$ cat config.mk
export PLATFORM = sky130hd
export DESIGN_NAME = branch_predict_unit
export DESIGN_NICKNAME = d
export VERILOG_FILES = /design/src/rtl/rv_bp_pkg.sv /design/src/rtl/bp_counter_table.sv /design/src/rtl/branch_predict_unit.sv
export SDC_FILE = /design/constraint.sdc
export NUM_CORES = 1
export LEC_CHECK = 0
export BUFFER_PORTS_ARGS = -buffer_cell sky130_fd_sc_hd__buf_4
export CORE_MARGIN = 2
export CORE_UTILIZATION = 60
export CTS_BUF_LIST = sky130_fd_sc_hd__clkbuf_16
export DETAILED_ROUTE_END_ITERATION = 10
export HOLD_SLACK_MARGIN = 0.15
export PLACE_DENSITY = 0.84
export SLEW_MARGIN = 40
export SYNTH_ARGS = -nofsm -noshare
export SYNTH_HDL_FRONTEND = slang
export SYNTH_HIERARCHICAL = 1
export SYNTH_SLANG_ARGS = --single-unit
$ cat constraint.sdc
create_clock -name in_clk -period 20.7 [get_ports in_clk]
set_clock_uncertainty 0.2 [all_clocks]
set_input_delay 6.21 -clock in_clk [delete_from_list [all_inputs] [get_ports in_clk]]
set_output_delay 6.21 -clock in_clk [all_outputs]
set_load 0.02 [all_outputs]
$ cat src/rtl/rv_bp_pkg.sv
//------------------------------------------------------------------------------
// Module   : rv_bp_pkg
// Purpose  : Shared encodings, FSM states and saturating helpers for the
//            bimodal branch predictor.
// Revision : 1.0 - initial release
//------------------------------------------------------------------------------
`default_nettype none

package rv_bp_pkg;

    localparam logic [1:0] BP_SNT      = 2'b00;
    localparam logic [1:0] BP_WNT      = 2'b01;
    localparam logic [1:0] BP_WT       = 2'b10;
    localparam logic [1:0] BP_STT      = 2'b11;
    localparam logic [1:0] BP_INIT_VAL = BP_WNT;

    typedef enum logic [0:0] {
        BP_INIT = 1'b0,
        BP_RUN  = 1'b1
    } bp_state_e;

    function automatic logic [1:0] bp_sat_inc(input logic [1:0] cnt);
        return (cnt == BP_STT) ? BP_STT : cnt + 2'd1;
    endfunction

    function automatic logic [1:0] bp_sat_dec(input logic [1:0] cnt);
        return (cnt == BP_SNT) ? BP_SNT : cnt - 2'd1;
    endfunction

endpackage

`default_nettype wire

$ cat src/rtl/bp_counter_table.sv
//------------------------------------------------------------------------------
// Module   : bp_counter_table
// Purpose  : ENTRIES x 2-bit saturating counter array, one read-modify-write
//            port and one read port with write-first bypass.
// Revision : 1.0 - initial release
//------------------------------------------------------------------------------
`default_nettype none

module bp_counter_table
    import rv_bp_pkg::*;
#(
    parameter int ENTRIES  = 256,
    parameter int IDX_BITS = $clog2(ENTRIES)
) (
    input  logic                in_clk,
    input  logic                in_wr_en,
    input  logic                in_wr_init,
    input  logic [IDX_BITS-1:0] in_wr_idx,
    input  logic                in_wr_taken,
    input  logic [IDX_BITS-1:0] in_rd_idx,
    output logic [1:0]          out_rd_cnt,
    output logic [1:0]          out_wr_old
);

    logic [1:0] mem_q [ENTRIES];
    logic [1:0] wr_new;
    logic [1:0] rd_raw;

    always_comb begin
        out_wr_old = mem_q[in_wr_idx];
        rd_raw     = mem_q[in_rd_idx];
        if (in_wr_init) begin
            wr_new = BP_INIT_VAL;
        end else if (in_wr_taken) begin
            wr_new = bp_sat_inc(out_wr_old);
        end else begin
            wr_new = bp_sat_dec(out_wr_old);
        end
        // Reader sees the value being written this cycle to the same entry.
        out_rd_cnt = (in_wr_en && (in_wr_idx == in_rd_idx)) ? wr_new : rd_raw;
    end

    always_ff @(posedge in_clk) begin
        if (in_wr_en) begin
            mem_q[in_wr_idx] <= wr_new;
        end
    end

endmodule

`default_nettype wire

$ cat src/rtl/branch_predict_unit.sv
//------------------------------------------------------------------------------
// Module   : branch_predict_unit
// Purpose  : Bimodal predictor: init sweep FSM, registered prediction, and
//            optional statistics counters (macro BP_STATS_EN).
// Revision : 1.0 - initial release
//------------------------------------------------------------------------------
`default_nettype none

module branch_predict_unit
    import rv_bp_pkg::*;
#(
    parameter int ENTRIES = 256,
    parameter int CNT_W   = 32
) (
    input  logic             in_clk,
    input  logic             in_rst,
    input  logic             in_lookup_valid,
    input  logic [63:0]      in_lookup_pc,
    input  logic             in_stall,
    input  logic             in_flush,
    input  logic             in_update_valid,
    input  logic [63:0]      in_update_pc,
    input  logic             in_update_taken,
    output logic             out_prediction,
    output logic             out_ready,
    output logic [CNT_W-1:0] out_lookup_count,
    output logic [CNT_W-1:0] out_mispredict_cnt
);

    localparam int IDX_BITS = $clog2(ENTRIES);

    bp_state_e           state_q, state_d;
    logic [IDX_BITS-1:0] sweep_idx_q, sweep_idx_d;
    logic                pred_q, pred_d;

    logic [IDX_BITS-1:0] lookup_idx;
    logic [IDX_BITS-1:0] update_idx;
    logic                wr_en;
    logic                wr_init;
    logic [IDX_BITS-1:0] wr_idx;
    logic [1:0]          rd_cnt;
    logic [1:0]          wr_old;
    logic                run;

    assign lookup_idx = in_lookup_pc[IDX_BITS+1:2];
    assign update_idx = in_update_pc[IDX_BITS+1:2];
    assign run        = (state_q == BP_RUN);

    always_comb begin
        state_d     = state_q;
        sweep_idx_d = sweep_idx_q;
        pred_d      = pred_q;
        wr_en       = 1'b0;
        wr_init     = 1'b0;
        wr_idx      = update_idx;
        if (in_rst) begin
            state_d     = BP_INIT;
            sweep_idx_d = '0;
            pred_d      = 1'b0;
        end else if (!run) begin
            wr_en       = 1'b1;
            wr_init     = 1'b1;
            wr_idx      = sweep_idx_q;
            sweep_idx_d = sweep_idx_q + IDX_BITS'(1);
            pred_d      = 1'b0;
            if (sweep_idx_q == IDX_BITS'(ENTRIES - 1)) begin
                state_d = BP_RUN;
            end
        end else begin
            wr_en = in_update_valid;
            if (in_flush) begin
                pred_d = 1'b0;
            end else if (!in_stall) begin
                pred_d = in_lookup_valid & rd_cnt[1];
            end
        end
    end

    always_ff @(posedge in_clk) begin
        if (in_rst) begin
            state_q     <= BP_INIT;
            sweep_idx_q <= '0;
            pred_q      <= 1'b0;
        end else begin
            state_q     <= state_d;
            sweep_idx_q <= sweep_idx_d;
            pred_q      <= pred_d;
        end
    end

    bp_counter_table #(
        .ENTRIES  (ENTRIES),
        .IDX_BITS (IDX_BITS)
    ) u_table (
        .in_clk      (in_clk),
        .in_wr_en    (wr_en),
        .in_wr_init  (wr_init),
        .in_wr_idx   (wr_idx),
        .in_wr_taken (in_update_taken),
        .in_rd_idx   (lookup_idx),
        .out_rd_cnt  (rd_cnt),
        .out_wr_old  (wr_old)
    );

    assign out_prediction = pred_q;
    assign out_ready      = run;

`ifdef BP_STATS_EN
    logic [CNT_W-1:0] lookup_cnt_q, lookup_cnt_d;
    logic [CNT_W-1:0] mispred_cnt_q, mispred_cnt_d;
    logic             unused_pc_bits;

    always_comb begin
        lookup_cnt_d  = lookup_cnt_q;
        mispred_cnt_d = mispred_cnt_q;
        if (run && in_lookup_valid && !in_stall && !in_flush) begin
            lookup_cnt_d = lookup_cnt_q + CNT_W'(1);
        end
        if (run && in_update_valid && (wr_old[1] != in_update_taken)) begin
            mispred_cnt_d = mispred_cnt_q + CNT_W'(1);
        end
    end

    always_ff @(posedge in_clk) begin
        if (in_rst) begin
            lookup_cnt_q  <= '0;
            mispred_cnt_q <= '0;
        end else begin
            lookup_cnt_q  <= lookup_cnt_d;
            mispred_cnt_q <= mispred_cnt_d;
        end
    end

    assign out_lookup_count   = lookup_cnt_q;
    assign out_mispredict_cnt = mispred_cnt_q;
    assign unused_pc_bits     = ^{in_lookup_pc[63:IDX_BITS+2], in_lookup_pc[1:0],
                                  in_update_pc[63:IDX_BITS+2], in_update_pc[1:0], wr_old[0]};
`else
    logic unused_pc_bits;

    assign out_lookup_count   = '0;
    assign out_mispredict_cnt = '0;
    assign unused_pc_bits     = ^{in_lookup_pc[63:IDX_BITS+2], in_lookup_pc[1:0],
                                  in_update_pc[63:IDX_BITS+2], in_update_pc[1:0], wr_old};
`endif

endmodule

`default_nettype wire

==> reports/metrics.cfg <==
[run_status]
status = complete, no violations

[min_path]
hp-class = reg2reg
holdPathStages = 2

[routing]
vias = 13900
ant_nets = 0
first_iter_violations = 2149
dr.pass1.iters = 6
post_drt_via_cell_ratio = 7.00
wl_per_cell_um = 29.2
post-route-drc-count = 0
wirelength_um = 57900

[global_route]
antenna_found_initial = 1
grt_max_degree = 129
grt_pass1_wl_um = 86000
grt_usage_pct = 28.3
globalRoute.totalOverflow = 0
first_global_vias = 14100

[floorplan]
die_h_um = 204
coreArea_um2 = 39600
pin_count = 201
initial_core_util_pct = 60.8
dieArea_um2 = 41800
row_count = 73
die_w_um = 204

[pwr]
p_leak_nw = 8.04
power_density_nw_per_um2 = 90.0
ir_drop_uv = 60.4
p_total_mw = 2.34

[sta]
period_share_pct = 57.6
finalSetupTns_ns = 0
finalHoldViolCount = 0
tightest_slew_ns = 0.823
drv_slew = 0
fmax_mhz = 83.9
layout_min_cycle_time_ns = 11.91
setup_viol = 0
slew_headroom_pct = 45.0
rsz0062_at_grt = no

[critical_path]
critPathKind = in2reg
rrSetupSlack_ns = 14.07
slowest_delay_ns = 0.81
worst-path-stages = 13
cp-start-kind = input pin
endpoint_kind = flop
rr_worst_depth = 12
path_cells = buf_4, nor2_2, mux2_8, buf_4, mux4_2, a22oi_1, nand2_1, a22oi_1, a21boi_0, nor4_2, a21oi_1, o21bai_4, clkbuf_8
path_buf_inv = 3
arrival_ns = 11.97
slowest_stage = mux2_8
cp_data_required_time_ns = 20.76
path_max_fanout = 128
cpLargestDelayFamily = buffers and inverters

[clock_tree]
cts_buffers = 51
cts_root_buf = clkbuf_16
cts_setup_buffers = 0
ctsResizeCount = 0
clock_latency_ns = 0.58
max-clock-path-buffers = 3
clock_sinks = 522
cts_tree = yes
ctsHtreeMaxLevel = 2
hold_buffers = 0
clk_pin_slew_ns = 0.06

[synthesis]
synth_warnings = 6
synth_area_um2 = 24100
synth.avg_cell_area_um2 = 16.6
netlist_instances = 1451

[flow_run]
cap_violations = 0

[cells_and_area]
drive_gt1_share_pct = 25.3
antenna_cells = 0
areaGrowthSynthToFinish_pct = 7.86
nFillCells = 2503
fin_nets = 1552

[place]
portBuffers = 24
gp_congestion = 0.801
post-dp-hpwl_um = 32100

## cell type report
class / count / area, um^2 / share of cell area [%]
clock inverter: 40 / 289 / 1.11
multi-input combinational: 790 / 7740 / 29.8
inverter: 5 / 18.8 / 0.0722
clock buffer: 53 / 1330 / 5.10
timing repair buffer: 46 / 379 / 1.46
tap: 525 / 657 / 2.53
sequential: 522 / 15600 / 59.9
## path summary, 6_finish.rpt
check	start	endpoint
setup reg to reg	out_ready	u_table/mem_q[29][0]
hold / removal	sweep_idx_q[6]	sweep_idx_q[6]
setup / recovery	in_rst	u_table/mem_q[29][0]
hold reg to reg	sweep_idx_q[6]	sweep_idx_q[6]
## where the power goes
part	switching [mW]	total (mW)	internal, mW
clock	0.389	0.901	0.512
sequential	0.00164	1.20	1.19
combinational	0.160	0.243	0.0831
total	0.550	2.34	1.79
## per-layer routing
| layer | share of wire [%] | global-route usage [%] | vias to the layer above |
|---|---|---|---|
| met3 | 13 | 6.84 | 209 |
| met2 | 48 | 44.7 | 1092 |
| met4 | 5.1 | 13.7 | 2 |
| met1 | 34 | 37.4 | 7035 |
| met5 | 0.022 | 0 | - |
| li1 | - | - | 5521 |
## flip-flops by register name, indices dropped and copies added (netlist names)
signal	flops
out_prediction	1
out_ready	1
sweep_idx_q	8
u_table/mem_q	512
## per-stage QoR
step	utilization (%)	worst slack [ns]	cell area (um^2)	hold WS (ns)	cells
after detailed placement	61.4	8.21	24300	0.312	1887
after global placement	61.3	8.22	24300	0.294	1887
after CTS	65.5	8.75	26000	0.321	1980
final	65.5	8.79	26000	0.322	1981
after global routing	65.5	8.61	26000	0.352	1981
after floorplan	-	3.86	24300	0.268	1514
## layout by cell type, fill, tap and decap left out, drive strengths merged, types with 2 or more instances in the layout
cell,n
edfxtp,512
nor2,245
mux4,211
a22oi,80
conb,64
nand2,61
clkbuf,54
buf,45
nor3,28
clkinv,27
nand3,19
inv,14
a21oi,11
xor2,10
dfxtp,10
nor2b,10
mux2,8
nand2b,6
o21ai,5
or3,5
nand4,4
bufinv,4
nor4,3
xnor2,2
mux2i,2
a211oi,2
nand4b,2
and2,2
a21boi,2
## worst min-delay path, delay by kind of cell, from the launching register on
kind	cells	cell delay [ns]
compound gates	2	0.14
flops	1	0.33
Note: power is estimated with default switching activity, not from simulation.
